File: config.mk
export PLATFORM = sky130hd
export DESIGN_NAME = ime_sad_32x32_min
export DESIGN_NICKNAME = d
export VERILOG_FILES = /design/src/rtl/ime_sad_32x32_min.sv
export SDC_FILE = /design/constraint.sdc
export NUM_CORES = 1
export LEC_CHECK = 0
export CORE_MARGIN = 2
export CORE_UTILIZATION = 42
export CTS_CLUSTER_SIZE = 30
export DETAILED_ROUTE_END_ITERATION = 6
export GPL_TIMING_DRIVEN = 0
export PLACE_DENSITY = 0.72
export SYNTH_ARGS = -nofsm -noshare
export SYNTH_HDL_FRONTEND = slang
export SYNTH_SLANG_ARGS = --single-unit
File: constraint.sdc
create_clock -name clk -period 6.6 [get_ports clk]
set_clock_uncertainty 0.2 [all_clocks]
set_input_delay 0.99 -clock clk [delete_from_list [all_inputs] [get_ports clk]]
set_output_delay 0.99 -clock clk [all_outputs]
set_load 0.02 [all_outputs]
File: src/rtl/ime_sad_32x32_min.sv
// ime_sad_32x32_min
// Merges four-lane 16x16 SADs (blocks 0..3) into 32x32 SADs and tracks the
// minimum over one search sweep. Three-stage pipeline:
//   S1 lane sums, S2 lane-minimum tree, S3 running-best compare.
// Optional macro IME_SAD_32X32_MIN_16X16_EN adds per-block (16x16) best
// tracking outputs best16_sad_o / best16_addr_o / best16_lane_o.
module ime_sad_32x32_min #(
   parameter int SAD_W  = 16,
   parameter int ADDR_W = 5
) (
   input  logic                  clk,
   input  logic                  rst,
   input  logic                  start_i,
   input  logic                  val_i,
   input  logic                  last_i,
   input  logic [ADDR_W-1:0]     addr_i,
   input  logic [4*SAD_W-1:0]    sad_0x_i,
   input  logic [4*SAD_W-1:0]    sad_1x_i,
   input  logic [4*SAD_W-1:0]    sad_2x_i,
   input  logic [4*SAD_W-1:0]    sad_3x_i,
`ifdef IME_SAD_32X32_MIN_16X16_EN
   output logic [4*SAD_W-1:0]    best16_sad_o,
   output logic [4*ADDR_W-1:0]   best16_addr_o,
   output logic [7:0]            best16_lane_o,
`endif
   output logic                  busy_o,
   output logic                  done_o,
   output logic [SAD_W+1:0]      best_sad_o,
   output logic [ADDR_W-1:0]     best_addr_o,
   output logic [1:0]            best_lane_o
);

   localparam int SUM_W = SAD_W + 2;

   // Four-way minimum returning {lane, value}; ties resolve to the lower lane.
   function automatic logic [SUM_W+1:0] pick_min_sum(input logic [SUM_W-1:0] a0,
                                                     input logic [SUM_W-1:0] a1,
                                                     input logic [SUM_W-1:0] a2,
                                                     input logic [SUM_W-1:0] a3);
      logic [SUM_W-1:0] m01;
      logic [SUM_W-1:0] m23;
      logic             l01;
      logic             l23;
      l01 = (a1 < a0);
      m01 = l01 ? a1 : a0;
      l23 = (a3 < a2);
      m23 = l23 ? a3 : a2;
      if (m23 < m01) pick_min_sum = {1'b1, l23, m23};
      else           pick_min_sum = {1'b0, l01, m01};
   endfunction

   logic                accept;
   logic [SUM_W-1:0]    lane_sum [4];

   logic                s1_val;
   logic                s1_last;
   logic [ADDR_W-1:0]   s1_addr;
   logic [SUM_W-1:0]    s1_sum [4];
   logic [SUM_W+1:0]    s1_pick;

   logic                s2_val;
   logic                s2_last;
   logic [ADDR_W-1:0]   s2_addr;
   logic [SUM_W-1:0]    s2_min;
   logic [1:0]          s2_lane;

   assign accept = val_i & (busy_o | start_i);

   // Per-lane 32x32 SAD: zero-extended sum of the four block SADs (lane0 in MSBs).
   always_comb begin
      for (int k = 0; k < 4; k++) begin
         lane_sum[k] = SUM_W'(sad_0x_i[(3-k)*SAD_W +: SAD_W])
                     + SUM_W'(sad_1x_i[(3-k)*SAD_W +: SAD_W])
                     + SUM_W'(sad_2x_i[(3-k)*SAD_W +: SAD_W])
                     + SUM_W'(sad_3x_i[(3-k)*SAD_W +: SAD_W]);
      end
   end

   // S1: register accepted rows with their lane sums, address and last flag.
   always_ff @(posedge clk) begin
      if (rst) begin
         s1_val  <= 1'b0;
         s1_last <= 1'b0;
         s1_addr <= '0;
         for (int k = 0; k < 4; k++) s1_sum[k] <= '0;
      end else begin
         s1_val  <= accept;
         s1_last <= val_i & last_i;
         s1_addr <= addr_i;
         for (int k = 0; k < 4; k++) s1_sum[k] <= lane_sum[k];
      end
   end

   assign s1_pick = pick_min_sum(s1_sum[0], s1_sum[1], s1_sum[2], s1_sum[3]);

   // S2: lane minimum; a start flushes whatever S1 held from the old search.
   always_ff @(posedge clk) begin
      if (rst) begin
         s2_val  <= 1'b0;
         s2_last <= 1'b0;
         s2_addr <= '0;
         s2_min  <= '0;
         s2_lane <= '0;
      end else begin
         s2_val  <= s1_val & ~start_i;
         s2_last <= s1_last;
         s2_addr <= s1_addr;
         s2_min  <= s1_pick[SUM_W-1:0];
         s2_lane <= s1_pick[SUM_W+1:SUM_W];
      end
   end

   // S3: running best (strict less-than keeps the earliest), busy and done control.
   always_ff @(posedge clk) begin
      if (rst) begin
         busy_o      <= 1'b0;
         done_o      <= 1'b0;
         best_sad_o  <= '1;
         best_addr_o <= '0;
         best_lane_o <= '0;
      end else begin
         done_o <= 1'b0;
         if (start_i) begin
            busy_o      <= 1'b1;
            best_sad_o  <= '1;
            best_addr_o <= '0;
            best_lane_o <= '0;
         end else if (s2_val) begin
            if (s2_min < best_sad_o) begin
               best_sad_o  <= s2_min;
               best_addr_o <= s2_addr;
               best_lane_o <= s2_lane;
            end
            if (s2_last) begin
               done_o <= 1'b1;
               busy_o <= 1'b0;
            end
         end
      end
   end

`ifdef IME_SAD_32X32_MIN_16X16_EN
   // Four-way minimum of one block's lanes, {lane, value}; ties to the lower lane.
   function automatic logic [SAD_W+1:0] pick_min_blk(input logic [4*SAD_W-1:0] lanes);
      logic [SAD_W-1:0] a0, a1, a2, a3, m01, m23;
      logic             l01, l23;
      a0  = lanes[3*SAD_W +: SAD_W];
      a1  = lanes[2*SAD_W +: SAD_W];
      a2  = lanes[1*SAD_W +: SAD_W];
      a3  = lanes[0 +: SAD_W];
      l01 = (a1 < a0);
      m01 = l01 ? a1 : a0;
      l23 = (a3 < a2);
      m23 = l23 ? a3 : a2;
      if (m23 < m01) pick_min_blk = {1'b1, l23, m23};
      else           pick_min_blk = {1'b0, l01, m01};
   endfunction

   logic [4*SAD_W-1:0] s1_blk      [4];
   logic [SAD_W+1:0]   blk_pick    [4];
   logic [SAD_W-1:0]   s2_blk_min  [4];
   logic [1:0]         s2_blk_lane [4];

   // S1 copy of the raw block SADs for per-block tracking.
   always_ff @(posedge clk) begin
      if (rst) begin
         for (int b = 0; b < 4; b++) s1_blk[b] <= '0;
      end else begin
         s1_blk[0] <= sad_0x_i;
         s1_blk[1] <= sad_1x_i;
         s1_blk[2] <= sad_2x_i;
         s1_blk[3] <= sad_3x_i;
      end
   end

   // Lane minimum of each block.
   always_comb begin
      for (int b = 0; b < 4; b++) blk_pick[b] = pick_min_blk(s1_blk[b]);
   end

   // S2 per-block lane minimum registers; validity shared with the main path.
   always_ff @(posedge clk) begin
      if (rst) begin
         for (int b = 0; b < 4; b++) begin
            s2_blk_min[b]  <= '0;
            s2_blk_lane[b] <= '0;
         end
      end else begin
         for (int b = 0; b < 4; b++) begin
            s2_blk_min[b]  <= blk_pick[b][SAD_W-1:0];
            s2_blk_lane[b] <= blk_pick[b][SAD_W+1:SAD_W];
         end
      end
   end

   // S3 per-block running best, block0 packed in the MSBs.
   always_ff @(posedge clk) begin
      if (rst) begin
         best16_sad_o  <= '1;
         best16_addr_o <= '0;
         best16_lane_o <= '0;
      end else if (start_i) begin
         best16_sad_o  <= '1;
         best16_addr_o <= '0;
         best16_lane_o <= '0;
      end else if (s2_val) begin
         for (int b = 0; b < 4; b++) begin
            if (s2_blk_min[b] < best16_sad_o[(3-b)*SAD_W +: SAD_W]) begin
               best16_sad_o[(3-b)*SAD_W +: SAD_W]   <= s2_blk_min[b];
               best16_addr_o[(3-b)*ADDR_W +: ADDR_W] <= s2_addr;
               best16_lane_o[(3-b)*2 +: 2]           <= s2_blk_lane[b];
            end
         end
      end
   end
`endif

endmodule

# Yosys cells after proc, flatten, opt, wreduce, memory -nomap -nowiden
# Memory sizes are Yosys's and may differ from the RTL's.
# Index checks and enable logic that the tools add are counted.
dict set report totals {
  regBits 61
  ram_bits 72
  output_inout_bits 27
  word_cells 60
  memories 1
}
dict set report classes {
  add_sub_neg 12
  n_lt_le_gt_ge 4
  mux 14
  bitwise_logic 10
  reduce_logical 6
}
# memory depth width rd rd_ports_with_merged_regs wr line_no
set memory_table {}
lappend memory_table {s1_sum 4 18 4 0 4 58} ;# logic [SUM_W-1:0] s1_sum [4];
# operator count
set ops {}
lappend ops {{2-to-1 mux 18 bit} 6}
lappend ops {{adder 17 x 16 -> 18 bit} 4}
lappend ops {{adder 18 x 16 -> 18 bit} 4}
lappend ops {{less-than comparator 18 bit} 4}
lappend ops {{adder 16 x 16 -> 17 bit} 4}
lappend ops {{2-to-1 mux 20 bit} 1}
lappend ops {{2-to-1 mux 1 bit} 7}
lappend ops {{bitwise OR 1 bit} 5}
lappend ops {{AND reduction 2 bit} 2}
lappend ops {{nonzero test 2 bit} 2}
lappend ops {{AND 1 bit} 3}
lappend ops {{OR reduction 3 bit} 1}
lappend ops {{NOT 1 bit} 2}
lappend ops {{OR reduction 2 bit} 1}

# Longest topological paths before layout
dict set report depth {
  ltp_word 4
  depth_mapped 21
  depth_no_buf 18
}

# Worst setup path after synthesis
# Ideal clock, no wire load.
dict set report synth_path {
  kind {in2reg}
  from {input port sad_0x_i[33]}
  to {memory s1_sum[1][15] (netlist bit)}
  setup_ps 116
  t_arrival_ps 3950
  slack_ps 2335
  path_stages 13
  cell_sequence {fa_1 fa_1 ha_1 inv_1 fa_1 nor2b_1 o21ai_0 a21boi_0 o21ai_0 o31ai_1 a211o_1 nand2_1 and3_1}
}
# item line_no
set synth_rtl {}
lappend synth_rtl {{from (decl)} 17} ;# input logic [4*SAD_W-1:0] sad_0x_i,
lappend synth_rtl {{to (decl)} 58}

==> metrics <==
initial antenna violation count 1; DP Wirelength ~23,000 microns; Initial DRC Count 403; crit path time final 5142 ps; Die Y about 170 microns; fill cell count 2,286; outcome completed; total track usage 0.2008; Worst-Skew Late Latency roughly 430 ps; YS warnings 0; top_reg_cell synth dfxtp_1; design area between 0.01 and 0.015 sq mm; final wirelength 26,260 microns; largest net degree at the start of global routing 17; Routed Antenna Nets 0; RSZ-0062 raised after global routing no; crit end category flip-flop; CORE AREA 0.02584 sq mm; GPL Wtd Cong 0.8433; # resized after CTS 0; setup TNS 0 ps; drt wl/cell 15.06 microns; Overall Power 5.677 mW; Die Area 0.02736 sq mm; ys async rst share 0; final worst setup slack 1458 ps; # Post-CTS Setup Buffers 0; Slew Limit Fails 0; Post-CTS Hold Fix Bufs 0; most frequent cells in the layout clkdlybuf4s50_1, ha_1, dfxtp_1; Area Overhead vs Synth 35.81%; max-cap viol count 0; clock buffer depth 2; Synth Net Count 1,616; share of the synthesized area in the top cell type 0.2434; HP Class flip-flop to flip-flop; EDFF count, synth 0; Critical Path RT 6720 ps; Setup CP Type flip-flop to flip-flop; clock sink count 133; port buffer count 291; Synth Register Bits 133; H-Tree Depth 4; most common cell after layout, fill and taps aside clkdlybuf4s50_1; Core Rows 59; Die X between 150 and 200 microns; Leak 6.446 nW; Post-Synthesis Cells 1,086; fin crit share 0.7791; Seq/Total Area, Yosys 0.2434; Worst VDD drop 0.3412 mV; vias in the first global route 9,319; Residual DRC 0; Final nets 1,926; Distinct cells, synth 50; post-DR vias/cell roughly 5; Max Freq 194.5 MHz; Critical Path Start Type flip-flop; CP max FO 10; Power Density 382.1 mW/mm^2; Avg Inst Size Synth slightly above 10 sq um; via count about 9,000; Yosys top cell by area dfxtp_1; Worst R2R Setup Slack between 1000 and 1500 ps; io pins about 300; clock-pin transition on the worst setup and hold timing paths ~60 ps; final global-route overflow total 0; Placed Instance Area 0.01427 sq mm; first-pass detailed-route iteration total 5; share of layout cells above drive strength 1 0.03762; worst slew pin tran 855.2 ps; largest cells by area after synthesis dfxtp_1, fa_1, ha_1, nor2_1, inv_1; WP data arrival between 5000 and 6000 ps; Setup WS pre-CTS 1383 ps; worst relative slew slack 0.4299; Clock Tree Root clkbuf_16; global-route wire length before repair roughly 43,000 microns; final hold violation count 0; cell area after synthesis about 0.011 sq mm; clock buffer count from CTS 17; Starting Density 0.4234; ANT cells 0; CTS tree built; setup violators final 0
## registers in the layout (all words and copies together), names as in the netlist
signal and count:
busy_o 1, s2_addr 5, best_sad_o 18, s1_val 1
s2_last 1, s2_min 18, s2_val 1, s1_addr 5
done_o 1, best_addr_o 5, best_lane_o 2, s1_sum 72
s2_lane 2, s1_last 1
## logic make-up after synthesis
| group | Yosys count | synth area share |
|---|---|---|
| AO/OA/AOI/OAI | 238 | 0.1505 |
| XOR/XNOR | 44 | 0.03522 |
| adder cells (fa/ha/maj) | 264 | 0.3898 |
| buffers and inverters | 108 | 0.04003 |
| flip-flops | 133 | 0.2434 |
| multiplexers | 25 | 0.02287 |
| AND/OR/NAND/NOR | 274 | 0.1183 |
## per-layer routing
| layer | GRT usage | vias up | share of wire |
|---|---|---|---|
| met1 | 0.2533 | 4302 | 0.43 |
| met2 | 0.3528 | 224 | 0.50 |
| met5 | 0 | - | 0 |
| met3 | 0.03746 | 35 | 0.047 |
| li1 | - | 4401 | - |
| met4 | 0.05408 | 0 | 0.018 |
## worst max-delay path: stages, from the launching register on
cell	delay, ps
dfxtp_1	340
inv_1	50
ha_1	290
a21oi_1	150
o21ai_0	180
a22o_1	300
a21oi_1	130
and2_1	130
buf_2	280
buf_2	370
mux2i_1	440
ha_1	190
nand4_1	170
nand2b_1	190
nor4_1	390
a21o_1	400
clkbuf_1	420
nor3_1	110
a211oi_2	310
## layout make-up
type | count | area (sq um) | area share
Multi-Input combinational cell | 845 | 7840 | 0.5277
Timing Repair Buffer | 291 | 2913 | 0.1960
Sequential cell | 133 | 2663 | 0.1792
Clock buffer | 17 | 425.4 | 0.02863
Tap cell | 335 | 419.2 | 0.02821
Inverter | 82 | 307.8 | 0.02072
Clock inverter | 15 | 160.2 | 0.01078
Buffer | 26 | 130.1 | 0.008758
## report_power, final
| group | switching [mW] | leakage [nW] | internal (mW) |
|---|---|---|---|
| clock | 0.422 | 0.284 | 0.505 |
| sequential | 0.133 | 1.10 | 1.05 |
| combinational | 2.00 | 5.06 | 1.57 |
| total | 2.56 | 6.45 | 3.12 |
## per-stage QoR
| stage | util | hold slack, ps | cells |
|---|---|---|---|
| floorplan | - | 205.7 | 1086 |
| global placement | 0.5524 | 209.3 | 1712 |
| detailed placement | 0.5524 | 219.9 | 1712 |
| CTS | 0.5751 | 235.0 | 1744 |
| global route | 0.5751 | 262.0 | 1744 |
| finish | 0.5751 | 233.0 | 1744 |
## cell usage after synthesis (7+ instances only)
| cell type | number |
|---|---|
| ha_1 | 136 |
| dfxtp_1 | 133 |
| fa_1 | 128 |
| nor2_1 | 91 |
| inv_1 | 82 |
| nand2_1 | 56 |
| a21oi_1 | 47 |
| o21ai_0 | 40 |
| nor2b_1 | 34 |
| xnor2_1 | 28 |
| mux2i_1 | 25 |
| nor3_1 | 25 |
| a21o_1 | 24 |
| o211ai_1 | 21 |
| nand3_1 | 20 |
| o21bai_1 | 20 |
| xor2_1 | 16 |
| nand4_1 | 15 |
| clkbuf_1 | 14 |
| o21ai_1 | 14 |
| o211a_1 | 13 |
| a211o_1 | 11 |
| nand2b_1 | 9 |
| and2_1 | 8 |
| o21a_1 | 8 |
| a211oi_1 | 7 |
| a211oi_2 | 7 |
| and3_1 | 7 |
| o31ai_1 | 7 |
## worst paths after layout
| kind | cells past startpoint | endpoint | start |
|---|---|---|---|
| setup / recovery | 18 | s2_min[15] | s1_sum[0][11] |
| hold / removal | 1 | s2_val | s1_val |
| setup reg to reg | 18 | s2_min[15] | s1_sum[0][11] |
| hold reg to reg | 1 | s2_val | s1_val |
No activity file was read; power rests on OpenSTA's default activity.
